File: config.mk
export PLATFORM = sky130hd
export DESIGN_NAME = csi_lane_align
export DESIGN_NICKNAME = d
export VERILOG_FILES = /design/src/rtl/csi_lane_align.sv
export SDC_FILE = /design/constraint.sdc
export NUM_CORES = 1
export LEC_CHECK = 0
export ABC_AREA = 1
export CAP_MARGIN = 5
export CORE_MARGIN = 3
export CORE_UTILIZATION = 25
export CTS_CLUSTER_SIZE = 25
export DETAILED_ROUTE_END_ITERATION = 6
export MAX_ROUTING_LAYER = met4
export PLACE_DENSITY = 0.44
export SYNTH_ARGS = -nofsm -noshare
export SYNTH_HDL_FRONTEND = slang
export SYNTH_SLANG_ARGS = --single-unit
File: constraint.sdc
create_clock -name clk -period 4.2 [get_ports clk]
set_input_delay 0.42 -clock clk [delete_from_list [all_inputs] [get_ports clk]]
set_output_delay 0.42 -clock clk [all_outputs]
set_load 0.005 [all_outputs]
File: src/rtl/csi_lane_align.sv
// Deskews NUM_LANES D-PHY HS byte lanes into one aligned word; the first word appears two edges after
// the edge that samples the latest lane's first byte, whatever the skew. There is no backpressure: words stream at line rate.
module csi_lane_align #(
    parameter  int NUM_LANES = 2,
    parameter  int MAX_SKEW  = 2,
    localparam int DW        = $clog2(MAX_SKEW + 1)
) (
    input  logic                    clk,
    input  logic                    reset,
    input  logic [NUM_LANES-1:0]    lane_valid,
    input  logic [NUM_LANES*8-1:0]  lane_data,
    output logic [NUM_LANES*8-1:0]  word_out,
    output logic                    word_valid,
    output logic                    locked,
    output logic [NUM_LANES*DW-1:0] lane_delay,
    output logic                    skew_err,
    output logic                    desync_err
);

    localparam int DEPTH = MAX_SKEW + 2;
    localparam int SW    = $clog2(DEPTH);

    typedef enum logic [1:0] {
        IDLE    = 2'd0,
        ACQUIRE = 2'd1,
        LOCKED  = 2'd2,
        DRAIN   = 2'd3
    } state_t;

    state_t                               state_q, state_d;
    logic [NUM_LANES-1:0]                 lane_valid_q;
    logic [NUM_LANES-1:0][DEPTH-1:0][8:0] dl_q, dl_d;
    logic [NUM_LANES-1:0]                 arrived_q, arrived_d;
    logic [NUM_LANES-1:0][DW-1:0]         arr_q, arr_d;
    logic [NUM_LANES-1:0][DW-1:0]         delay_q, delay_d;
    logic [DW-1:0]                        c_q, c_d;
    logic [NUM_LANES*8-1:0]               word_q, word_d;
    logic                                 word_valid_q, word_valid_d;
    logic                                 skew_err_q, skew_err_d;
    logic                                 desync_err_q, desync_err_d;

    logic [NUM_LANES-1:0]                 rise;
    logic [NUM_LANES-1:0]                 av;
    logic [NUM_LANES*8-1:0]               aw;

    // Tap delay+1: the latest lane's first byte sits in stage 0 after the lock edge,
    // so one extra stage gives a fixed two-edge latency independent of skew.
    always_comb begin
        logic [SW-1:0] sel;
        sel  = '0;
        dl_d = '0;
        av   = '0;
        aw   = '0;
        rise = lane_valid & ~lane_valid_q;
        for (int i = 0; i < NUM_LANES; i++) begin
            dl_d[i][0] = {lane_valid[i], lane_data[8*i +: 8]};
            for (int j = 1; j < DEPTH; j++) begin
                dl_d[i][j] = dl_q[i][j-1];
            end
            sel          = SW'(delay_q[i]) + SW'(1);
            av[i]        = dl_q[i][sel][8];
            aw[8*i +: 8] = dl_q[i][sel][7:0];
        end
    end

    always_comb begin
        state_d      = state_q;
        c_d          = c_q;
        arrived_d    = arrived_q;
        arr_d        = arr_q;
        delay_d      = delay_q;
        word_d       = word_q;
        word_valid_d = 1'b0;
        skew_err_d   = 1'b0;
        desync_err_d = 1'b0;
        case (state_q)
            IDLE: begin
                if (|rise) begin
                    arrived_d = rise;
                    arr_d     = '0;
                    c_d       = DW'(1);
                    if (&rise) begin
                        delay_d = '0;
                        state_d = LOCKED;
                    end else begin
                        state_d = ACQUIRE;
                    end
                end
            end
            ACQUIRE: begin
                arrived_d = arrived_q | rise;
                for (int i = 0; i < NUM_LANES; i++) begin
                    if (rise[i] && !arrived_q[i]) begin
                        arr_d[i] = c_q;
                    end
                end
                // The last lane always arrives in the current cycle, so c_q is the maximum arrival.
                if (&arrived_d) begin
                    state_d = LOCKED;
                    for (int i = 0; i < NUM_LANES; i++) begin
                        delay_d[i] = c_q - arr_d[i];
                    end
                end else if (c_q == DW'(MAX_SKEW)) begin
                    skew_err_d = 1'b1;
                    state_d    = DRAIN;
                end else begin
                    c_d = c_q + DW'(1);
                end
            end
            LOCKED: begin
                word_valid_d = &av;
                if (word_valid_d) begin
                    word_d = aw;
                end else if (word_valid_q) begin
                    desync_err_d = |av;
                    state_d      = DRAIN;
                end
            end
            DRAIN: begin
                if (lane_valid == '0) begin
                    arrived_d = '0;
                    arr_d     = '0;
                    c_d       = '0;
                    state_d   = IDLE;
                end
            end
            default: state_d = IDLE;
        endcase
    end

    // lane_valid_q resets high so lanes already active at reset release never count as a rise.
    always_ff @(posedge clk or posedge reset) begin
        if (reset) begin
            state_q      <= IDLE;
            lane_valid_q <= '1;
            dl_q         <= '0;
            arrived_q    <= '0;
            arr_q        <= '0;
            delay_q      <= '0;
            c_q          <= '0;
            word_q       <= '0;
            word_valid_q <= 1'b0;
            skew_err_q   <= 1'b0;
            desync_err_q <= 1'b0;
        end else begin
            state_q      <= state_d;
            lane_valid_q <= lane_valid;
            dl_q         <= dl_d;
            arrived_q    <= arrived_d;
            arr_q        <= arr_d;
            delay_q      <= delay_d;
            c_q          <= c_d;
            word_q       <= word_d;
            word_valid_q <= word_valid_d;
            skew_err_q   <= skew_err_d;
            desync_err_q <= desync_err_d;
        end
    end

    assign word_out   = word_q;
    assign word_valid = word_valid_q;
    assign locked     = (state_q == LOCKED);
    assign lane_delay = delay_q;
    assign skew_err   = skew_err_q;
    assign desync_err = desync_err_q;

endmodule

* After elaboration in Yosys (flattened, before gate mapping)
Index checks and enable logic that the tools add are counted.
Word-level totals: register bits 107, input port bits 20, output and inout bits 24, word-level logic and storage cells 97
Cells by class: $add $sub $neg 5, magnitude comparators 2, equality and inequality tests 13, muxes and demuxes 36, bitwise gates (word level) 3, reductions and logical operators 18
Operator list (number):
- binary-select mux 9 bit (select 2 bit) | 2
- two-way mux 2 bit | 15
- two-way mux 4 bit | 5
- two-way mux 9 bit | 2
- inequality test 2 bit (second input constant) | 7
- one-hot mux 2 bit (3 select lines) | 2
- one-hot mux 4 bit (3 select lines) | 1
- AND reduction 5 bit | 2
- one-hot mux 2 bit (4 select lines) | 1
- one-hot mux 4 bit (2 select lines) | 1
- two-way mux 1 bit | 7
- adder 2 x 1 -> 2 bit (second input constant) | 3
- equality test 2 bit (second input constant) | 3
- < comparator 2 x 3 -> 1 bit (second input constant) | 2
- AND reduction 2 bit | 3
- AND reduction 3 bit | 2
- zero test 2 bit | 2
- AND reduction 4 bit | 1
- OR reduction 2 bit | 2
- subtractor 2 bit | 2
- inequality test 3 bit (second input constant) | 1
- nonzero test 3 bit | 1
- bitwise AND 2 bit | 1
- equality test 2 x 1 -> 1 bit (second input constant) | 1
- other kinds (6) | 8

* Longest topological paths before layout
word-level depth 8, gate-level depth with buffers 11, depth with buffers taken out 11

* Worst setup path before layout
Ideal clock, no wire load.
kind register to register, start register delay_q, in the netlist lane_delay[0], end register word_q[0], in the netlist word_out[0], library setup time 116 ps, data arrival time 1399 ps, data required time 4084 ps, slack 2684 ps, cell stages (with the launch flop) 12, buffers on the path 3, period minus slack after synthesis 1516 ps, path through dfrtp_1 -> buf_4 -> nor2_8 -> inv_4 -> nand2_1 -> nand2_1 -> nand2_2 -> nand3_2 -> buf_6 -> buf_6 -> nand2_1 -> nand2_1
On the way: cells in the longest elaborated chain, start to end 4
RTL lines:
- from (decl) | line 35 | logic [NUM_LANES-1:0][DW-1:0] delay_q, delay_d;
- from (signal assigned) | line 151 | delay_q <= delay_d;
- adder 2 x 1 -> 2 bit * | line 60 | sel = SW'(delay_q[i]) + SW'(1);
- binary-select mux 9 bit (select 2 bit) * | line 61, 62
- two-way mux 9 bit (not written as such) * | line 62 | aw[8*i +: 8] = dl_q[i][sel][7:0];
- AND reduction 3 bit (no line)
- to (signal assigned) | line 153 | word_q <= word_d;
- to (decl) | line 37 | logic [NUM_LANES*8-1:0] word_q, word_d;
Mark *: on every way between the ends. The rest lies on a longest branch, timed or not. The select of a mux whose other input is x is not followed. A chain may end at the register's enable or synchronous reset.

* Worst setup path in the final report
start register delay_q, in the netlist lane_delay[2], end register word_q[0], in the netlist word_out[0]
On the way: cells in the longest elaborated chain, start to end 4
RTL lines:
- adder 2 x 1 -> 2 bit | line 60
- binary-select mux 9 bit (select 2 bit) | line 61 | av[i] = dl_q[i][sel][8];
- two-way mux 9 bit
- AND reduction 3 bit (no line)
Every way passes these cells. The select of a mux whose other input is x is not followed.

==> flow_summary.ini <==
[run_status]
outcome = completed

[die]
die_y_um = 133
io-pin-count = 44
die_x_um = 133
dieArea_um2 = 17700
start_util_pct = 26.1
row_count = 45
coreArea_um2 = 15500

[yosys]
synth_cell_types = 27
synth_nets = 414
synth_seq_area_share_pct = 66.4
postSynthAreaPerCell_um2 = 10.5
syn_area_um2 = 4040
ys_ff_latch = 107
synth_cells = 386
ys_warn_count = 0

[clock_tree]
cts_buffers = 9
clockRootBuffer = clkbuf_16
clk_latency_ns = 0.35
clk_pin_slew_ns = 0.07
htreeDepth = 3
cts_resized = 0
cts_hold_buf = 0
cts_tree = yes
clock_path_buffers = 2
cts_setup_buffers = 0
clock_sinks = 107

[cells_and_area]
fillCellCount = 1605
diodes = 0
layout_common_cells = 149 x nand2_1, 105 x dfrtp_1, 43 x clkdlybuf4s50_1
area_delta_synth_final_pct = 23.9
final_common_cell = nand2_1
nets = 466
layout-drive-gt1-share_pct = 7.47

[sta]
tns_ns = 0
maxSlewHeadroom_pct = 29.2
rsz0062_at_grt = no
finalCritPeriodShare_pct = 55.8
tightest_slew_ns = 1.06
max_freq_mhz = 427
period_needed_ns = 2.34
setup_ws_ns = 1.86
setup_viol = 0
skew_ns = 0.00992
final-hold-violation-count = 0
final_max_slew_viol_count = 0

[power_and_ir_drop]
seqPwrFrac_pct = 41.3
power.density_nw_per_um2 = 644
p_sw_share_pct = 33.8
power_leakage_nw = 2.39
switchingPower_mw = 1.09
internal_power_mw = 2.13
comb_power_share_pct = 32.6
power_mw = 3.22
peakVddDrop_mv = 0.215
pwr-share-clk_pct = 26.1

[critical_path]
critPathKind = flip-flop to flip-flop
cp_cell_sequence = inv_2 > nand2_4 > inv_2 > nand2_1 > nand3_1 > nand3_2 > inv_2 > nand2_1 > nand2_1
r2r_end = word_out[0]
r2r_start = lane_delay[2]
reg2reg_depth = 9
crit_family = simple AND/OR/NAND/NOR gates
startpoint = lane_delay[2]
startpoint_type = flip-flop
crit_path_max_incr_delay_ns = 0.47
critPathBufInv = 3
cp_max_fo = 20
critical_path_required_ns = 4.49
slowest_stage = inv_2
worst_setup_path_end_kind = flip-flop
reg2reg_slack_ns = 1.86
cp.arrival_ns = 2.63

[routing]
avgRoutedWirePerCell_um = 13.4
wirelength_um = 8750
drtIter0Drc = 194
via_count = 2726
ant_nets = 0
route.detailed.drc = 0
first_pass_iters = 4
routed_via_density = 4.17

[placement]
gp_congestion = 0.789
port_buffers = 43
dp_slack_ns = 1.84
hpwlAfterDp_um = 6000

[grt]
antenna_found_initial = 0
grt_pass1_vias = 2865
grt_overflow = 0
grt_max_degree = 87
met2_usage_pct = 15.5
top_usage_layer = met2
grtUsageMet3_pct = 2.24
grt_use_total_pct = 11.0
grtUsageMet1_pct = 15.1
grt_pass1_wl_um = 15000

[hold_path]
min_from = dl_d[67]
hold_path_end = dl_q[67]
hp-class = flip-flop to flip-flop
hold_depth = 0

[run]
maxCapViolCount = 0
## cell type report
cell class	count	area (µm²)	share of cell area [%]
clock buffers	10	239	4.78
multi-input cells	243	1190	23.8
flip-flops and latches	107	2680	53.6
repair buffers	45	445	8.91
well taps	211	264	5.28
clock inverters	5	53.8	1.08
inverters	32	125	2.50
## state kept, by name, indices dropped and copies added (netlist names)
name,cells
word_valid,1
desync_err,1
arr_q,4
arrived_q,2
state_q,2
lane_delay,4
skew_err,1
dl_d,54
lane_valid_q,2
c_q,2
word_out,16
dl_q,18
## worst register-to-register path: stages (launching register included)
cell	delay [ns]
dfrtp_1	0.43
inv_2	0.21
nand2_4	0.15
inv_2	0.19
nand2_1	0.07
nand3_1	0.15
nand3_2	0.42
inv_2	0.47
nand2_1	0.11
nand2_1	0.07
## through the flow
stage | utilization [%] | hold slack (ns) | cells | cell area [µm²]
2_1_floorplan | - | 0.353 | 386 | 4040
3_3_place_gp | 30.4 | 0.357 | 638 | 4710
3_5_place_dp | 30.4 | 0.360 | 638 | 4710
4_1_cts | 32.3 | 0.378 | 653 | 5000
5_1_grt | 32.3 | 0.380 | 653 | 5000
6_report | 32.3 | 0.370 | 653 | 5000
## power groups by stage
stage,logic [mW],clock network [mW],registers [mW]
final,1.05,0.840,1.33
after global placement,1.06,0,1.35
after detailed placement,1.06,0,1.35
after global routing,1.21,0.909,1.35
after CTS,1.07,0.864,1.34
after floorplan,0.661,0,1.32
## worst max-delay path by stage
stage	endpoint	slack (ns)	cells past startpoint
final	word_out[0]	1.86	9
after CTS	word_out[7]	1.80	9
after global placement	word_out[11]	1.88	9
after detailed placement	word_out[7]	1.84	9
after global routing	word_out[10]	1.56	9
after floorplan	arr_q[0]	0.97	1
## layer usage
metal,vias up,share of wire [%]
li1,1338,-
met1,1333,49
met2,41,44
met3,14,4.4
met4,0,2.4
met5,-,0
## logic make-up (layout without fill, tap and decap cells)
kind of cell	Yosys count	after routing	share of synthesized area, %
AND/OR/NAND/NOR	195	195	20.2
flip-flops	107	107	66.4
AO/OA/AOI/OAI	39	39	6.60
buffers and inverters	36	92	4.06
adder cells (fa/ha/maj)	8	8	2.48
multiplexers	1	1	0.248
## cells in the mapped netlist (all sizes together)
library cell    n  area share, %
a21boi          1           0.19
a21oi           1           0.12
a22o           15            3.3
a22oi           1           0.19
buf             4            1.0
clkinv          1          0.093
dfrtp         105             65
dfstp           2            1.3
ha              8            2.5
inv            31            2.9
mux2i           1           0.25
nand2         151             14
nand3          31            4.0
nand3b          2           0.37
nor2            9            1.2
o211ai          1           0.19
o21a            2           0.37
o21ai          16            2.0
o22ai           2           0.31
or2             2           0.31
Note: power is estimated with default switching activity, not from simulation.
